`config.mk`:
```
export PLATFORM = sky130hd
export DESIGN_NAME = game_step_ctrl
export DESIGN_NICKNAME = d
export VERILOG_FILES = /design/src/rtl/game_ctrl_pkg.sv /design/src/rtl/game_frame_divider.sv /design/src/rtl/game_step_ctrl.sv
export SDC_FILE = /design/constraint.sdc
export NUM_CORES = 1
export LEC_CHECK = 0
export CAP_MARGIN = 0
export CORE_ASPECT_RATIO = 1.75
export CORE_MARGIN = 1.5
export CORE_UTILIZATION = 46
export CTS_CLUSTER_DIAMETER = 120
export DETAILED_ROUTE_END_ITERATION = 6
export DONT_BUFFER_PORTS = 1
export GPL_TIMING_DRIVEN = 0
export SYNTH_ARGS = -nofsm -noshare
export SYNTH_HDL_FRONTEND = slang
export SYNTH_SLANG_ARGS = --single-unit
```
`constraint.sdc`:
```
create_clock -name clk -period 3.5 [get_ports clk]
set_clock_uncertainty 0.15 [all_clocks]
set_input_delay 0.875 -clock clk [delete_from_list [all_inputs] [get_ports clk]]
set_output_delay 0.875 -clock clk [all_outputs]
set_load 0.05 [all_outputs]
```
`src/rtl/game_ctrl_pkg.sv`:
```
// Shared types and defaults for the Life step sequencer.
//   ctrl_state_t     : sequencer state encoding
//   SPEED_WIDTH_DEF  : default width of the speed select
//   GEN_WIDTH_DEF    : default width of the generation counter
//   NET_DEFAULT      : grid overlay state after reset
//   frame_cnt_width  : frame counter width able to hold 2**(2**sw-1)-1
package game_ctrl_pkg;

   typedef enum logic [1:0] {
      ST_PAUSED     = 2'd0,
      ST_RUN_WAIT   = 2'd1,
      ST_STEP_BUSY  = 2'd2,
      ST_CLEAR_BUSY = 2'd3
   } ctrl_state_t;

   localparam int unsigned SPEED_WIDTH_DEF = 3;
   localparam int unsigned GEN_WIDTH_DEF   = 16;
   localparam logic        NET_DEFAULT     = 1'b1;

   // Largest speed value is 2**sw-1, so the reload value needs that many bits.
   function automatic int unsigned frame_cnt_width(input int unsigned sw);
      return (32'd1 << sw) - 32'd1;
   endfunction

endpackage

```
`src/rtl/game_frame_divider.sv`:
```
// Frames-per-generation down-counter.
//   clk, rst_n : clock, async active-low reset
//   load_i     : reload with 2**speed_i - 1
//   dec_i      : decrement request (a frame boundary)
//   stall_i    : hold the count while a step is outstanding
//   speed_i    : rate select, only looked at on reload
//   zero_c_o   : count has reached zero (combinational)
module game_frame_divider
   import game_ctrl_pkg::*;
#(
   parameter int unsigned SPEED_WIDTH = SPEED_WIDTH_DEF
) (
   input  logic                   clk,
   input  logic                   rst_n,
   input  logic                   load_i,
   input  logic                   dec_i,
   input  logic                   stall_i,
   input  logic [SPEED_WIDTH-1:0] speed_i,
   output logic                   zero_c_o
);

   localparam int unsigned CNT_W = frame_cnt_width(SPEED_WIDTH);
   localparam int unsigned POW_W = CNT_W + 1;

   logic [CNT_W-1:0] cnt_q, cnt_d;
   logic [POW_W-1:0] pow;

   // Reload wins over decrement; the count never underflows.
   always_comb begin
      pow   = POW_W'(1) << speed_i;
      cnt_d = cnt_q;
      if (load_i) begin
         cnt_d = CNT_W'(pow - POW_W'(1));
      end else if (dec_i && !stall_i && (cnt_q != '0)) begin
         cnt_d = cnt_q - CNT_W'(1);
      end
   end

   always_ff @(posedge clk or negedge rst_n) begin
      if (!rst_n) begin
         cnt_q <= '0;
      end else begin
         cnt_q <= cnt_d;
      end
   end

   assign zero_c_o = (cnt_q == '0);

endmodule

```
`src/rtl/game_step_ctrl.sv`:
```
// Run/pause sequencer for the 40x30 Life field. Launches generation steps
// only at frame boundaries and handshakes step/clear with the update engine.
// Optional: define GAME_STEP_CTRL_GEN_LIMIT_EN to auto-pause at GEN_LIMIT
// generations and expose gen_limit_hit.
//   clk, rst            : clock, async active-low reset
//   frame_start         : start-of-frame pulse
//   btn_run/step/clear/net : debounced button pulses
//   speed               : frames per generation = 2**speed
//   step_ack, clear_ack : engine completion pulses
//   step_req, clear_req : engine requests, held until ack
//   running             : auto-run mode indicator
//   enable_net          : grid overlay enable
//   gen_count           : generations since reset/clear
//   overrun             : sticky, frame boundary seen with a step outstanding
module game_step_ctrl
   import game_ctrl_pkg::*;
#(
   parameter int unsigned SPEED_WIDTH = SPEED_WIDTH_DEF,
`ifdef GAME_STEP_CTRL_GEN_LIMIT_EN
   parameter int unsigned GEN_LIMIT   = 1000,
`endif
   parameter int unsigned GEN_WIDTH   = GEN_WIDTH_DEF
) (
   input  logic                   clk,
   input  logic                   rst,
   input  logic                   frame_start,
   input  logic                   btn_run,
   input  logic                   btn_step,
   input  logic                   btn_clear,
   input  logic                   btn_net,
   input  logic [SPEED_WIDTH-1:0] speed,
   input  logic                   step_ack,
   input  logic                   clear_ack,
   output logic                   step_req,
   output logic                   clear_req,
   output logic                   running,
   output logic                   enable_net,
   output logic [GEN_WIDTH-1:0]   gen_count,
`ifdef GAME_STEP_CTRL_GEN_LIMIT_EN
   output logic                   gen_limit_hit,
`endif
   output logic                   overrun
);

   ctrl_state_t          state_q, state_d;
   logic                 resume_q, resume_d;       // 1 = return to RUN_WAIT
   logic                 pend_run_q, pend_run_d;
   logic                 pend_clear_q, pend_clear_d;
   logic                 step_req_q, step_req_d;
   logic                 clear_req_q, clear_req_d;
   logic                 running_q, running_d;
   logic                 net_q, net_d;
   logic                 overrun_q, overrun_d;
   logic [GEN_WIDTH-1:0] gen_q, gen_d;
   logic                 cnt_load, cnt_dec, cnt_zero_c;
   logic                 run_ok_c;
   logic                 res_c, hit_c;
`ifdef GAME_STEP_CTRL_GEN_LIMIT_EN
   logic                 limit_q, limit_d;
   assign run_ok_c = btn_run & ~limit_q;
`else
   assign run_ok_c = btn_run;
`endif

   game_frame_divider #(
      .SPEED_WIDTH (SPEED_WIDTH)
   ) u_div (
      .clk      (clk),
      .rst_n    (rst),
      .load_i   (cnt_load),
      .dec_i    (cnt_dec),
      .stall_i  (step_req_q),
      .speed_i  (speed),
      .zero_c_o (cnt_zero_c)
   );

   // Next-state and output decode.
   always_comb begin
      state_d      = state_q;
      resume_d     = resume_q;
      pend_run_d   = pend_run_q;
      pend_clear_d = pend_clear_q;
      step_req_d   = step_req_q;
      clear_req_d  = clear_req_q;
      gen_d        = gen_q;
      overrun_d    = overrun_q | (frame_start & step_req_q);
      net_d        = net_q ^ btn_net;
      cnt_load     = 1'b0;
      cnt_dec      = 1'b0;
      res_c        = resume_q;
      hit_c        = 1'b0;
`ifdef GAME_STEP_CTRL_GEN_LIMIT_EN
      limit_d      = limit_q;
`endif

      case (state_q)
         ST_PAUSED: begin
            if (btn_clear) begin
               state_d     = ST_CLEAR_BUSY;
               clear_req_d = 1'b1;
               resume_d    = 1'b0;
            end else if (run_ok_c) begin
               state_d  = ST_RUN_WAIT;
               cnt_load = 1'b1;
               resume_d = 1'b1;
            end else if (btn_step) begin
               // step_req waits for the next frame boundary
               state_d  = ST_STEP_BUSY;
               resume_d = 1'b0;
            end
         end

         ST_RUN_WAIT: begin
            if (btn_clear) begin
               state_d     = ST_CLEAR_BUSY;
               clear_req_d = 1'b1;
               resume_d    = 1'b1;
            end else if (run_ok_c) begin
               state_d  = ST_PAUSED;
               resume_d = 1'b0;
            end else if (frame_start) begin
               if (cnt_zero_c) begin
                  state_d    = ST_STEP_BUSY;
                  step_req_d = 1'b1;
                  resume_d   = 1'b1;
               end else begin
                  cnt_dec = 1'b1;
               end
            end
         end

         ST_STEP_BUSY: begin
            pend_clear_d = pend_clear_q | btn_clear;
            pend_run_d   = pend_run_q | run_ok_c;
            if (!step_req_q && frame_start) begin
               step_req_d = 1'b1;
            end
            if (step_req_q && step_ack) begin
               step_req_d   = 1'b0;
               gen_d        = gen_q + GEN_WIDTH'(1);
               cnt_load     = 1'b1;
               pend_run_d   = 1'b0;
               pend_clear_d = 1'b0;
`ifdef GAME_STEP_CTRL_GEN_LIMIT_EN
               if (gen_d == GEN_WIDTH'(GEN_LIMIT)) begin
                  res_c   = 1'b0;
                  hit_c   = 1'b1;
                  limit_d = 1'b1;
               end
`endif
               // Pending buttons apply now; clear beats run.
               if (pend_clear_q | btn_clear) begin
                  state_d     = ST_CLEAR_BUSY;
                  clear_req_d = 1'b1;
                  resume_d    = res_c;
               end else if ((pend_run_q | run_ok_c) & ~hit_c) begin
                  state_d  = res_c ? ST_PAUSED : ST_RUN_WAIT;
                  resume_d = ~res_c;
               end else begin
                  state_d  = res_c ? ST_RUN_WAIT : ST_PAUSED;
                  resume_d = res_c;
               end
            end
         end

         ST_CLEAR_BUSY: begin
            pend_run_d = pend_run_q | btn_run;
            if (clear_req_q && clear_ack) begin
               clear_req_d  = 1'b0;
               gen_d        = '0;
               overrun_d    = 1'b0;
               pend_run_d   = 1'b0;
               pend_clear_d = 1'b0;
`ifdef GAME_STEP_CTRL_GEN_LIMIT_EN
               limit_d      = 1'b0;
`endif
               if (pend_run_q | btn_run) begin
                  state_d  = ST_RUN_WAIT;
                  cnt_load = 1'b1;
                  resume_d = 1'b1;
               end else begin
                  state_d  = ST_PAUSED;
                  resume_d = 1'b0;
               end
            end
         end

         default: begin
            state_d = ST_PAUSED;
         end
      endcase

      running_d = (state_d == ST_RUN_WAIT) |
                  (((state_d == ST_STEP_BUSY) | (state_d == ST_CLEAR_BUSY)) & resume_d);
   end

   // State and output registers.
   always_ff @(posedge clk or negedge rst) begin
      if (!rst) begin
         state_q      <= ST_PAUSED;
         resume_q     <= 1'b0;
         pend_run_q   <= 1'b0;
         pend_clear_q <= 1'b0;
         step_req_q   <= 1'b0;
         clear_req_q  <= 1'b0;
         running_q    <= 1'b0;
         net_q        <= NET_DEFAULT;
         overrun_q    <= 1'b0;
         gen_q        <= '0;
`ifdef GAME_STEP_CTRL_GEN_LIMIT_EN
         limit_q      <= 1'b0;
`endif
      end else begin
         state_q      <= state_d;
         resume_q     <= resume_d;
         pend_run_q   <= pend_run_d;
         pend_clear_q <= pend_clear_d;
         step_req_q   <= step_req_d;
         clear_req_q  <= clear_req_d;
         running_q    <= running_d;
         net_q        <= net_d;
         overrun_q    <= overrun_d;
         gen_q        <= gen_d;
`ifdef GAME_STEP_CTRL_GEN_LIMIT_EN
         limit_q      <= limit_d;
`endif
      end
   end

   assign step_req   = step_req_q;
   assign clear_req  = clear_req_q;
   assign running    = running_q;
   assign enable_net = net_q;
   assign gen_count  = gen_q;
   assign overrun    = overrun_q;
`ifdef GAME_STEP_CTRL_GEN_LIMIT_EN
   assign gen_limit_hit = limit_q;
`endif

endmodule

```
==> qor.yml, run 1 <==
tightestPinTransition_ns: 0.720
antenna_cells: 0
synthesis.area_sq_um: 2000
ir_worst_vdd_mv: 0.543
critPathCaptureType: "register"
cts_resized: 0
drtIter0Drc: 28
vias_per_cell: 5.96
setup_ws_ns: 0.369
hold_slack_ns: 0.132
core_area_sq_um: 4150
ys_async_sr_fraction: 1.00
rsz0062_at_grt: "no"
max_clock_freq_ghz: 0.319
final-max-slew-violation-count: 0
finalCritPeriodShare: 0.895
critical_path_required_ns: 3.50
grt_max_degree: 34
path_class: "reg -> reg"
final_common_cell: "dfrtp_1"
max_cap_viol_count: 0
vias: 1597
syn_area_per_cell_sq_um: 9.46
synth_cell_types: 59
cp-start-kind: "register"
clockBufferDepth: 2
hold_path.class: "in -> async"
design_power_total_mw: 1.73
overflow: 0
hpwlAfterDp_mm: 3.56
synth_top_area_share: 0.401
cts_buffers: 5
final_cell_mix: "dfrtp_1 (32), nor2_1 (30), a21oi_1 (14), nand2_1 (12), xnor2_1 (12)"
hold_violations: 0
drive_above_1_share: 0.123
ctsHoldBuffers: 0
outcome: "finished, final reports clean"
cts_tree: "done"
synth-seq-cells: 33
io_buffers: 0
netlist_instances: 211
die_h_um: 90.2
relSlewSlack: 0.520
fin_util: 0.520
insertion_delay_ns: 0.28
antenna_left: 0
ys_top_cells_by_area: "dfrtp_1 (40%), nor2_1 (5.6%), xnor2_1 (5.3%)"
arrival_ns: 3.13
period_minus_slack_ns: 3.13
clk_pin_slew_ns: 0.07
die_x_um: 52.8
synth_seq_area_share: 0.414
cp_max_fo: 8
area_growth_pct: 8.15
root_buffer: "clkbuf_8"
die_area_sq_um: 4760
grt_pass1_wl_mm: 7.67
cts_setup_buffers: 0
num_io_pins: 33
finalSetupViolations: 0
nets: 232
cts_max_level: 2
cts_sinks: 33
yosysTopAreaCell: "dfrtp_1"
syn-num-nets: 225
ys.flop_type: "dfrtp_1"
track_usage: 0.214
postRouteWirelength_mm: 4.63
power_density_nw_per_um2: 800
synth_warnings: 0
rows: 31
initial_utilization: 0.481
place.gp.congestion: 0.811
antenna_found_initial: 0
dp_slack_ns: 0.209
tns_ns: 0
r2r_cells: 12
grt_pass1_vias: 1713
synth_edf_count: 0
wl_per_cell_um: 17.3
p_leak_nw: 0.890
drc: 0
drt_pass1_iterations: 6
fillers: 394
## critical path: stages (launching register included)
cell and delay [ns]:
dfrtp_1 0.62, and4_4 0.32, buf_6 0.13, a21oi_1 0.18
o21ai_0 0.16, and3_1 0.20, a21oi_1 0.13, ha_1 0.16
clkbuf_1 0.32, o2111ai_1 0.24, nor2_1 0.16, xnor2_1 0.13
a21oi_1 0.08
## metrics by stage
stage	cells	area, sq um
6_report	268	2160
5_1_grt	268	2160
4_1_cts	268	2160
3_5_place_dp	260	2060
3_3_place_gp	260	2060
2_1_floorplan	211	2000
## worst paths after layout
check	end	slack (ns)	startpoint
hold / removal	pend_run_q	0.13	rst
max in group asynchronous	enable_net	2.90	rst
setup reg to reg	u_div.cnt_q[6]	0.37	clear_req
hold reg to reg	u_div.cnt_q[1]	0.43	u_div.cnt_q[1]
min in group clk	u_div.cnt_q[1]	0.43	u_div.cnt_q[1]
setup / recovery	u_div.cnt_q[6]	0.37	clear_req
## metal layers
metal  GRT usage  routed length [um]  up-vias
met5           0                   0        -
met4       0.105                 140        0
met3      0.0532                 198       13
met2       0.399                2670       41
met1       0.201                1630      773
li1            -                   -      770
## power breakdown
part / total, mW / leakage (nW) / internal, mW / switching, mW
clock: 0.313 / 0.0542 / 0.178 / 0.136
combinational: 0.623 / 0.420 / 0.285 / 0.337
sequential: 0.791 / 0.416 / 0.499 / 0.291
## registers in the layout (all words and copies together) (netlist names)
signal	flops
clear_req	1
enable_net	1
gen_count	16
overrun	1
pend_clear_q	1
pend_run_q	1
res_c	1
running	1
state_q	2
step_req	1
u_div.cnt_q	7
## cell families after synthesis
family | count (synthesis) | synth area share
AO/OA/AOI/OAI | 49 | 0.174
multiplexers | 2 | 0.0125
buffers and inverters | 15 | 0.0351
flip-flops | 33 | 0.414
XOR/XNOR | 21 | 0.0921
AND/OR/NAND/NOR | 89 | 0.260
adder cells (fa/ha/maj) | 2 | 0.0125
## synth_stat cells, drive strengths merged, types with 3 or more instances
cell    instances
buf             4
a21oi          14
xnor2          12
clkbuf          3
nor4            3
or3             5
nand3           6
dfrtp          32
and3            3
o22ai           3
and4            3
nand4           6
nand2          12
inv             8
o21ai          11
xor2            9
nor2           30
## area by class of cell
type | instances | area [sq um] | area share
clock buffers | 7 | 96.3 | 0.0446
inverters | 8 | 30.0 | 0.0139
well taps | 49 | 61.3 | 0.0284
clock inverters | 1 | 5.00 | 0.00232
flip-flops and latches | 33 | 827 | 0.383
plain buffers | 7 | 40.0 | 0.0185
multi-input cells | 163 | 1100 | 0.509
Note: power is estimated with default switching activity, not from simulation.
==> run 2, diff against run 1 <==
--- a/config.mk
+++ b/config.mk
@@ -9,7 +9,7 @@
 export CORE_ASPECT_RATIO = 1.75
 export CORE_MARGIN = 1.5
 export CORE_UTILIZATION = 46
-export CTS_CLUSTER_DIAMETER = 120
+export CTS_CLUSTER_DIAMETER = 80
 export DETAILED_ROUTE_END_ITERATION = 6
 export DONT_BUFFER_PORTS = 1
 export GPL_TIMING_DRIVEN = 0
==> results of run 2 <==
The final DEF is identical to that of run 1; final timing and power are the same.
==> run 3, diff against run 2 <==
--- a/config.mk
+++ b/config.mk
@@ -10,6 +10,7 @@
 export CORE_MARGIN = 1.5
 export CORE_UTILIZATION = 46
 export CTS_CLUSTER_DIAMETER = 80
+export CTS_CLUSTER_SIZE = 28
 export DETAILED_ROUTE_END_ITERATION = 6
 export DONT_BUFFER_PORTS = 1
 export GPL_TIMING_DRIVEN = 0
==> results of run 3 <==
The final DEF is identical to that of run 1; final timing and power are the same.
